===== config.mk =====
export PLATFORM = sky130hd
export DESIGN_NAME = nttn_sequencer
export DESIGN_NICKNAME = d
export VERILOG_FILES = /design/src/rtl/nttn_sequencer_pkg.sv /design/src/rtl/nttn_seq_cnt.sv /design/src/rtl/nttn_sequencer.sv
export SDC_FILE = /design/constraint.sdc
export NUM_CORES = 1
export LEC_CHECK = 0
export CAP_MARGIN = 40
export CELL_PAD_IN_SITES_DETAIL_PLACEMENT = 0
export CELL_PAD_IN_SITES_GLOBAL_PLACEMENT = 1
export CORE_UTILIZATION = 38
export DETAILED_ROUTE_END_ITERATION = 6
export PLACE_DENSITY = 0.86
export SETUP_SLACK_MARGIN = 0.05
export SLEW_MARGIN = 20
export SYNTH_ARGS = -nofsm -noshare
export SYNTH_HDL_FRONTEND = slang
export SYNTH_SLANG_ARGS = --single-unit

===== constraint.sdc =====
create_clock -name clk -period 7.1 [get_ports clk]
set_input_delay 1.775 -clock clk [delete_from_list [all_inputs] [get_ports clk]]
set_output_delay 1.775 -clock clk [all_outputs]
set_load 0.03 [all_outputs]

===== src/rtl/nttn_sequencer_pkg.sv =====
// Shared types and size expressions for the NTTN sequencer.
// Falls back to a small RING_DEPTH=4 / PE_DEPTH=1 build when the NTTN defines are absent.
`ifndef RING_DEPTH
`define RING_DEPTH 4
`endif
`ifndef PE_DEPTH
`define PE_DEPTH 1
`endif
`ifndef RING_SIZE
`define RING_SIZE (1 << `RING_DEPTH)
`endif
`ifndef DATA_SIZE_ARB
`define DATA_SIZE_ARB 16
`endif

package nttn_sequencer_pkg;

    typedef enum logic [2:0] {
        S_IDLE, S_PULSE, S_STREAM, S_GAP, S_START, S_WAIT, S_DRAIN, S_TAIL
    } state_t;

    typedef enum logic [1:0] {
        OP_LOAD_TW = 2'b00,
        OP_NTT     = 2'b01,
        OP_INTT    = 2'b10,
        OP_RSVD    = 2'b11
    } op_t;

    localparam int ERR_UNDERRUN = 0;
    localparam int ERR_NO_TW    = 1;
    localparam int ERR_BAD_OP   = 2;
    localparam int ERR_TIMEOUT  = 3;

    localparam int DEF_DATA_W    = `DATA_SIZE_ARB;
    localparam int DEF_RING_SIZE = `RING_SIZE;
    localparam int DEF_TW_WORDS  = ((2 ** (`RING_DEPTH - `PE_DEPTH)) - 1 + `PE_DEPTH) << `PE_DEPTH;
    localparam int CNT_W         = 24;

    // twiddle load carries w, winv and two parameter words
    function automatic logic [CNT_W-1:0] stream_len(input logic [1:0] op, input int tw, input int ring);
        if (op == OP_LOAD_TW) return CNT_W'(2 * tw + 2);
        return CNT_W'(ring);
    endfunction

endpackage


===== src/rtl/nttn_seq_cnt.sv =====
// Loadable down-counter with zero flag; load has priority, holds at zero.
module nttn_seq_cnt #(
    parameter int W = 24
) (
    input  logic         clk,
    input  logic         reset,
    input  logic         load,
    input  logic [W-1:0] value,
    input  logic         dec,
    output logic         zero
);
    logic [W-1:0] cnt;

    always_ff @(posedge clk or negedge reset) begin
        if (!reset)                 cnt <= '0;
        else if (load)              cnt <= value;
        else if (dec && cnt != '0)  cnt <= cnt - 1'b1;
    end

    assign zero = (cnt == '0);
endmodule


===== src/rtl/nttn_sequencer.sv =====
// Command sequencer for one NTTN core: load pulses, din streaming, done wait, result drain.
// Optional WAIT_DONE watchdog enabled by the NTTSEQ_TIMEOUT_EN macro.
module nttn_sequencer
    import nttn_sequencer_pkg::*;
#(
    parameter int DATA_W    = DEF_DATA_W,
    parameter int RING_SIZE = DEF_RING_SIZE,
    parameter int TW_WORDS  = DEF_TW_WORDS,
    parameter int GAP_CYC   = 5,
`ifdef NTTSEQ_TIMEOUT_EN
    parameter int TIMEOUT   = 1 << 20,
`endif
    parameter int TAIL_CYC  = 10
) (
    input  logic              clk,
    input  logic              reset,
    input  logic              cmd_valid,
    output logic              cmd_ready,
    input  logic [1:0]        cmd_op,
    input  logic              s_valid,
    output logic              s_ready,
    input  logic [DATA_W-1:0] s_data,
    output logic              m_valid,
    output logic [DATA_W-1:0] m_data,
    output logic              m_last,
    output logic              busy,
    output logic [3:0]        err,
    input  logic              err_clr,
    output logic              load_w,
    output logic              load_data,
    output logic              start,
    output logic              start_intt,
    output logic [DATA_W-1:0] din,
    input  logic              done,
    input  logic [DATA_W-1:0] dout
);
    // States: IDLE accept cmd | PULSE load pulse | STREAM din words | GAP idle before pulse/idle
    //         START start pulse | WAIT await done | DRAIN forward dout | TAIL quiet before IDLE
    state_t           state, next;
    logic [1:0]       op_q;
    logic             tw_loaded, tw_set, tw_clr, accept;
    logic [3:0]       set;
    logic             cnt_load, cnt_zero, to_zero;
    logic [CNT_W-1:0] cnt_val;

    nttn_seq_cnt #(.W(CNT_W)) u_cnt (
        .clk(clk), .reset(reset), .load(cnt_load), .value(cnt_val), .dec(1'b1), .zero(cnt_zero)
    );

`ifdef NTTSEQ_TIMEOUT_EN
    localparam int TO_W = $clog2(TIMEOUT) + 1;
    nttn_seq_cnt #(.W(TO_W)) u_timeout (
        .clk(clk), .reset(reset), .load(state == S_START), .value(TO_W'(TIMEOUT - 1)),
        .dec(state == S_WAIT), .zero(to_zero)
    );
`else
    assign to_zero = 1'b0;
`endif

    assign accept = (state == S_IDLE) && cmd_valid && cmd_ready;

    always_comb begin
        next     = state;
        cnt_load = 1'b0;
        cnt_val  = '0;
        set      = '0;
        tw_set   = 1'b0;
        tw_clr   = 1'b0;
        case (state)
            S_IDLE: if (accept) begin
                if (cmd_op == OP_RSVD)       set[ERR_BAD_OP] = 1'b1;
                else if (cmd_op != OP_LOAD_TW && !tw_loaded) set[ERR_NO_TW] = 1'b1;
                else                         next = S_PULSE;
            end
            S_PULSE: begin
                next     = S_STREAM;
                cnt_load = 1'b1;
                cnt_val  = stream_len(op_q, TW_WORDS, RING_SIZE) - 1'b1;
            end
            S_STREAM: if (!s_valid) begin
                next              = S_TAIL;
                set[ERR_UNDERRUN] = 1'b1;
                tw_clr            = (op_q == OP_LOAD_TW);
                cnt_load          = 1'b1;
                cnt_val           = CNT_W'(TAIL_CYC - 1);
            end else if (cnt_zero) begin
                next     = S_GAP;
                cnt_load = 1'b1;
                cnt_val  = CNT_W'(GAP_CYC - 1);
            end
            S_GAP: if (cnt_zero) begin
                if (op_q == OP_LOAD_TW) begin
                    next   = S_IDLE;
                    tw_set = 1'b1;
                end else begin
                    next = S_START;
                end
            end
            S_START: next = S_WAIT;
            S_WAIT: if (done) begin
                next     = S_DRAIN;
                cnt_load = 1'b1;
                cnt_val  = CNT_W'(RING_SIZE - 1);
            end else if (to_zero) begin
                next             = S_TAIL;
                set[ERR_TIMEOUT] = 1'b1;
                cnt_load         = 1'b1;
                cnt_val          = CNT_W'(TAIL_CYC - 1);
            end
            S_DRAIN: if (cnt_zero) begin
                next     = S_TAIL;
                cnt_load = 1'b1;
                cnt_val  = CNT_W'(TAIL_CYC - 1);
            end
            S_TAIL: if (cnt_zero) next = S_IDLE;
            default: next = S_IDLE;
        endcase
    end

    // NTTN-facing outputs are registered, so din lands one cycle after its s_data
    always_ff @(posedge clk or negedge reset) begin
        if (!reset) begin
            state      <= S_IDLE;
            op_q       <= '0;
            tw_loaded  <= 1'b0;
            err        <= '0;
            cmd_ready  <= 1'b0;
            load_w     <= 1'b0;
            load_data  <= 1'b0;
            start      <= 1'b0;
            start_intt <= 1'b0;
            din        <= '0;
        end else begin
            state <= next;
            if (accept) op_q <= cmd_op;
            if (tw_set)      tw_loaded <= 1'b1;
            else if (tw_clr) tw_loaded <= 1'b0;
            err        <= (err_clr ? 4'b0000 : err) | set;
            cmd_ready  <= (next == S_IDLE);
            load_w     <= (state == S_PULSE) && (op_q == OP_LOAD_TW);
            load_data  <= (state == S_PULSE) && (op_q != OP_LOAD_TW);
            start      <= (state == S_START) && (op_q == OP_NTT);
            start_intt <= (state == S_START) && (op_q == OP_INTT);
            din        <= (state == S_STREAM && s_valid) ? s_data : '0;
        end
    end

    assign s_ready = (state == S_STREAM);
    assign busy    = (state != S_IDLE);
    assign m_valid = (state == S_DRAIN);
    assign m_data  = m_valid ? dout : '0;
    assign m_last  = m_valid && cnt_zero;
endmodule


==> results.py, run 1 <==
metrics = {
    "routing": {
        "vias": 2526,
        "drt_iter0_markers": 78,
        "antenna_left": 0,
        "wl_per_cell_um": 15.1,
        "route.detailed.drc": 0,
        "first_pass_iters": 4,
        "vias_per_cell": 5.42,
        "wirelength_um": 7030,
    },
    "power_and_ir_drop": {
        "leakagePower_nw": 1.69,
        "pwr-share-clk_pct": 14.8,
        "ir_drop_v": 0.000176,
        "p_seq_share_pct": 38.1,
        "p_comb_share_pct": 47.0,
        "internal_power_mw": 0.686,
        "netSwitchingFraction_pct": 42.9,
        "switchingPower_mw": 0.515,
        "power.density_cell_area_mw_per_mm2": 311,
    },
    "worst_setup_path": {
        "cp-end-kind": "output pin",
        "cp.required_ns": 5.33,
        "critPathArrivalTime_ns": 3.23,
        "startpoint_type": "flip-flop",
        "cp-endpoint": "m_last",
        "crit_path_start": "u_cnt.cnt[8]",
        "r2r_start": "u_cnt.cnt[8]",
        "r2r_cells": 5,
        "r2r-end": "u_cnt.cnt[15]",
        "r2r_slack_ns": 4.34,
        "crit_fanout": 13,
        "path_class": "reg2out",
    },
    "clocking": {
        "cts_tree": "yes",
        "clockBufferDepth": 2,
        "cts_setup_buffers": 0,
        "ctsHoldBuffers": 0,
        "clock-sinks": 54,
        "root_buffer": "clkbuf_8",
        "post_cts_resize_count": 0,
        "cts.clk_slew.worst_paths_ns": 0.11,
        "clkLatencyLatePin_ns": 0.31,
        "htreeDepth": 2,
        "numCtsBuffers": 5,
    },
    "global_routing": {
        "grt_overflow": 0,
        "grt_pass1_wl_um": 11300,
        "grt_use_total_pct": 18.3,
        "antenna_found_initial": 0,
        "grt_max_degree": 55,
        "grt_pass1_vias": 2365,
    },
    "yosys": {
        "syn_area_mm2": 0.00288,
        "synth_fp_nets": 334,
        "seq_area_frac_synth_pct": 47.0,
        "syn_inst": 289,
        "ys_warn_count": 0,
        "synth_area_per_cell_um2": 9.95,
        "ys_types": 53,
        "synth-seq-cells": 54,
        "synth-main-ff-cell": "dfrtp_1",
        "synth_edf_count": 0,
        "synthArstFlopShare_pct": 100,
    },
    "placement": {
        "port_buffers": 83,
        "dp_hpwl_um": 5000,
        "finalWeightedCongestion": 0.776,
    },
    "timing": {
        "max_freq_mhz": 200,
        "hold_violations": 0,
        "relSlewSlack_pct": 49.8,
        "grt_setup_unrepaired": "false",
        "skew_ns": 0.0111,
        "report.final.slew_viol_count": 0,
        "tns_ns": 0,
        "fin_crit_ns": 5.01,
        "setup_violations": 0,
        "worst_pin_slew_ns": 0.754,
        "post-route-period-util_pct": 70.5,
    },
    "final_layout": {
        "nNetsFinal": 411,
        "layout-drive-gt1-share_pct": 7.90,
        "syn_to_final_growth_pct": 34.5,
        "fill_cells": 705,
        "num_antenna_cells": 0,
        "post-route-util_pct": 53.0,
    },
    "outcome": {
        "status": "complete, no violations",
    },
    "floorplanning": {
        "io_pins": 85,
        "die_x_um": 89.0,
        "initial_core_util_pct": 39.4,
        "num_rows": 31,
        "core_mm2": 0.00729,
        "die-area_mm2": 0.00792,
        "die_y_um": 89.0,
    },
    "run": {
        "max-cap-violations": 0,
    },
    "min_path": {
        "whs_path_depth": 1,
        "worstHoldPathType": "reg2reg",
    },
}
[stage by stage]
step	instance area, um^2	hold WS (ns)	total power, mW	std cells	setup slack, ns
2_1_floorplan	2880	0.453	0.851	289	2.67
3_3_place_gp	3770	0.486	1.01	458	2.28
3_5_place_dp	3770	0.491	1.03	458	2.27
4_1_cts	3870	0.509	1.21	466	2.11
5_1_grt	3870	0.519	1.29	466	1.93
6_report	3870	0.511	1.20	466	2.09
[cells in the mapped netlist, types with 3 or more instances]
library cell | number | area (um^2)
a21oi_1 | 20 | 100
and2_1 | 3 | 18.8
and3_1 | 33 | 206
clkbuf_1 | 12 | 45.0
dfrtp_1 | 54 | 1350
ha_1 | 5 | 62.6
inv_1 | 10 | 37.5
nand2_1 | 12 | 45.0
nand2b_1 | 5 | 31.3
nand3_1 | 4 | 20.0
nor2_1 | 9 | 33.8
nor2b_1 | 4 | 25.0
nor3_1 | 7 | 35.0
nor3b_1 | 3 | 22.5
nor4_1 | 5 | 31.3
o21ai_0 | 13 | 65.1
o31ai_1 | 9 | 67.6
o41ai_1 | 3 | 26.3
or2_2 | 4 | 25.0
or3_1 | 11 | 68.8
or4_1 | 16 | 120
xnor2_1 | 3 | 26.3
[state kept, by name, indices dropped and copies added, names as in the netlist]
signal / flops
u_cnt.cnt: 24
din: 16
err: 3
state: 3
op_q: 2
cmd_ready: 1
load_data: 1
load_w: 1
start: 1
start_intt: 1
tw_loaded: 1
[cells in the final DEF (no fill, tap or decap), types with 3 or more instances in the layout]
cell / count
nand2_1: 12
nor4_1: 5
nor3b_1: 3
or4_1: 16
nand2b_1: 5
and3_1: 33
or2_2: 4
buf_4: 4
inv_1: 10
clkdlybuf4s50_1: 82
a21oi_1: 20
nand3_1: 4
xnor2_1: 3
o31ai_1: 9
or3_1: 11
nor2_1: 9
and2_1: 3
dfrtp_1: 54
clkbuf_8: 5
nor3_1: 7
o21ai_0: 13
ha_1: 5
o41ai_1: 3
nor2b_1: 4
[routing by layer]
| layer | global-route usage [%] | share of wire [%] | routed length, um | up-vias |
|---|---|---|---|---|
| met1 | 24.6 | 47 | 3320 | 1223 |
| met2 | 31.3 | 47 | 3330 | 65 |
| met4 | 5.05 | 1.3 | 93 | 0 |
| met3 | 2.40 | 4.1 | 289 | 10 |
| met5 | 0 | 0 | 0 | - |
| li1 | - | - | - | 1228 |
[power by group through the flow]
stage | Clock [mW] | Sequential, mW | Combinational, mW
6_report | 0.178 | 0.458 | 0.565
3_5_place_dp | 0 | 0.462 | 0.565
3_3_place_gp | 0 | 0.460 | 0.552
2_1_floorplan | 0 | 0.439 | 0.412
5_1_grt | 0.195 | 0.472 | 0.618
4_1_cts | 0.184 | 0.456 | 0.566
[worst min-delay path by stage]
stage | start | end | slack (ns)
2_1_floorplan | op_q[1] | start | 0.45
3_3_place_gp | op_q[1] | start | 0.49
3_5_place_dp | op_q[1] | start | 0.49
4_1_cts | op_q[1] | start | 0.51
5_1_grt | op_q[1] | start | 0.52
6_report | op_q[1] | start | 0.51
[kinds of logic (layout without fill, tap and decap cells)]
| group | Yosys count | count (layout) | synth area share, % |
|---|---|---|---|
| buf+inv | 27 | 105 | 4.13 |
| mux | 4 | 4 | 1.48 |
| other cells | 1 | 1 | 0.130 |
| flops | 54 | 54 | 47.0 |
| simple gates | 130 | 130 | 28.2 |
| fa+ha+maj | 5 | 5 | 2.18 |
| xor+xnor | 4 | 4 | 1.22 |
| compound gates | 64 | 64 | 15.7 |
[layout make-up]
cell class              count  area [um^2]  area share (%)
multi-input cells         208         1410            36.3
flip-flops and latches     54         1350            35.0
repair buffers             87          856            22.1
well taps                  99          124            3.20
clock buffers               5         68.8            1.78
inverters                  10         37.5           0.971
clock inverters             3         23.8           0.615
[worst max-delay path: stages, from the launching register on]
cell	delay, ns
dfrtp_1	0.46
or4_4	0.54
or4_4	0.55
nor4_1	0.56
clkdlybuf4s50_1	0.80
No activity file was read; power rests on OpenSTA's default activity.
==> run 2, diff against run 1 <==
--- a/config.mk
+++ b/config.mk
@@ -8,9 +8,9 @@
 export CAP_MARGIN = 40
 export CELL_PAD_IN_SITES_DETAIL_PLACEMENT = 0
 export CELL_PAD_IN_SITES_GLOBAL_PLACEMENT = 1
-export CORE_UTILIZATION = 38
+export CORE_UTILIZATION = 32
 export DETAILED_ROUTE_END_ITERATION = 6
-export PLACE_DENSITY = 0.86
+export PLACE_DENSITY = 0.78
 export SETUP_SLACK_MARGIN = 0.05
 export SLEW_MARGIN = 20
 export SYNTH_ARGS = -nofsm -noshare
==> constraint.sdc (replaced) <==
create_clock -name clk -period 4.3 [get_ports clk]
set_input_delay 1.075 -clock clk [delete_from_list [all_inputs] [get_ports clk]]
set_output_delay 1.075 -clock clk [all_outputs]
set_load 0.03 [all_outputs]
==> results.py, run 2 (same netlist as run 1, synthesis figures left out) <==
metrics = {
    "worst_setup_path": {
        "critPathArrivalTime_ns": 2.97,
        "cpPeakStageDelay_ns": 0.75,
        "r2r_slack_ns": 1.57,
        "cp-end-kind": "output pin",
        "path_class": "reg2out",
        "startpoint_type": "flip-flop",
        "cpMostUsedCell": "or4_4",
        "cp.required_ns": 3.22,
        "crit_fanout": 13,
        "crit_family": "simple AND/OR/NAND/NOR gates",
        "slowest_stage": "clkdlybuf4s50_1",
        "path_cells": "or4_4 > or4_4 > nor4_2 > clkdlybuf4s50_1",
        "worst-path-buf-inv": 1,
    },
    "clocking": {
        "clock-sinks": 54,
        "cts_setup_buffers": 0,
        "htreeDepth": 2,
        "clkLatencyLatePin_ns": 0.31,
        "root_buffer": "clkbuf_8",
        "clockBufferDepth": 2,
        "cts_tree": "yes",
        "cts.clk_slew.worst_paths_ns": 0.10,
        "numCtsBuffers": 5,
    },
    "placement": {
        "finalWeightedCongestion": 0.766,
        "dp_hpwl_um": 5140,
        "port_buffers": 83,
        "placed_area_mm2": 0.00380,
        "placedCellCount": 469,
    },
    "routing": {
        "route.detailed.drc": 0,
        "vias_per_cell": 5.27,
        "drt_iter0_markers": 120,
        "first_pass_iters": 4,
        "vias": 2514,
        "antenna_left": 0,
        "wirelength_um": 7080,
        "wl_per_cell_um": 14.8,
    },
    "floorplanning": {
        "io_pins": 85,
        "die-area_mm2": 0.00937,
        "core_mm2": 0.00872,
        "die_y_um": 96.8,
        "initial_core_util_pct": 33.0,
        "num_rows": 34,
        "die_x_um": 96.8,
    },
    "power_and_ir_drop": {
        "ir_drop_v": 0.000185,
        "leakagePower_nw": 1.71,
        "p_seq_share_pct": 36.8,
        "power.density_cell_area_mw_per_mm2": 521,
        "internal_power_mw": 1.19,
        "netSwitchingFraction_pct": 41.4,
        "p_comb_share_pct": 46.4,
        "pwr-share-clk_pct": 16.8,
        "switchingPower_mw": 0.844,
    },
    "global_routing": {
        "grt_max_degree": 32,
        "grt_pass1_vias": 2421,
        "antenna_found_initial": 0,
        "grt_use_total_pct": 15.7,
        "grt_overflow": 0,
        "grt_pass1_wl_um": 12200,
    },
    "final_layout": {
        "largest_register_ffs": 24,
        "num_antenna_cells": 0,
        "syn_to_final_growth_pct": 36.2,
        "layout-drive-gt1-share_pct": 8.40,
        "nNetsFinal": 413,
        "layout_common_cells": "clkdlybuf4s50_1, dfrtp_1, and3_1, a21oi_1, or4_1",
        "top_regs": "u_cnt.cnt x24, din x16",
        "design_area_mm2": 0.00392,
        "final_common_cell": "clkdlybuf4s50_1",
        "largest-register": "u_cnt.cnt",
        "stdcell_count": 477,
    },
    "timing": {
        "report.final.slew_viol_count": 0,
        "grt_setup_unrepaired": "false",
        "skew_ns": 0.00867,
        "max_freq_mhz": 247,
        "relSlewSlack_pct": 49.1,
        "worst_pin_slew_ns": 0.764,
        "setup_violations": 0,
        "fin_crit_ns": 4.04,
        "post-route-period-util_pct": 94.0,
        "tns_ns": 0,
        "hold_violations": 0,
    },
    "min_path": {
        "worstHoldPathType": "reg2reg",
    },
    "run": {
        "max-cap-violations": 0,
    },
    "outcome": {
        "status": "complete, no violations",
    },
}
[run 2: cell types whose count changed in the layout (fill, tap and decap cells not counted)]
cell,delta
nor4_1,-1
bufinv_16,+1
buf_4,+2
clkbuf_1,+1
inv_6,-1
clkinvlp_4,-1
nor4_2,+1
[run 2: worst paths after layout]
check / startpoint / end / depth (start not counted)
setup reg to reg: u_cnt.cnt[8] / u_cnt.cnt[17] / 5
min in group asynchronous: reset / u_cnt.cnt[8] / 1
hold reg to reg: op_q[1] / start / 1
max in group asynchronous: reset / u_cnt.cnt[4] / 2
hold / removal: op_q[1] / start / 1
setup / recovery: u_cnt.cnt[8] / m_last / 4
[run 2: timing repair]
item                       in CTS  in global routing
gates resized for setup         0                  1
setup endpoints to repair       0                  1
hold buffers                    0                  0
[run 2: power by group through the flow]
| stage | Clock, mW | Combinational [mW] | Sequential, mW |
|---|---|---|---|
| 6_report | 0.343 | 0.946 | 0.749 |
| 5_1_grt | 0.376 | 1.05 | 0.771 |
| 4_1_cts | 0.353 | 0.947 | 0.747 |
| 3_5_place_dp | 0 | 0.944 | 0.757 |
| 3_3_place_gp | 0 | 0.930 | 0.747 |
| 2_1_floorplan | 0 | 0.681 | 0.725 |
[run 2: through the flow]
stage          hold WS [ns]  utilization (%)  power, mW  setup WS (ns)
6_report              0.501             44.9       2.04          0.259
5_1_grt               0.523             44.9       2.20          0.150
4_1_cts               0.502             44.8       2.05         0.0729
3_5_place_dp          0.488             43.6       1.70          0.422
3_3_place_gp          0.478             43.6       1.68          0.487
2_1_floorplan         0.453                -       1.41          0.565
[run 2: layer usage]
layer / vias up / track usage [%] / wire length [um]
met3: 7 / 3.11 / 230
met1: 1219 / 21.9 / 3480
met4: 0 / 4.02 / 65
li1: 1241 / - / -
met5: - / 0 / 0
met2: 47 / 25.1 / 3300
[run 2: layout make-up]
cell class	instances	area, um^2
Fill cell	869	4800
Multi-Input combinational cell	208	1410
Sequential cell	54	1350
Timing Repair Buffer	89	871
Tap cell	108	135
Clock buffer	6	72.6
Clock inverter	2	37.5
Inverter	10	37.5
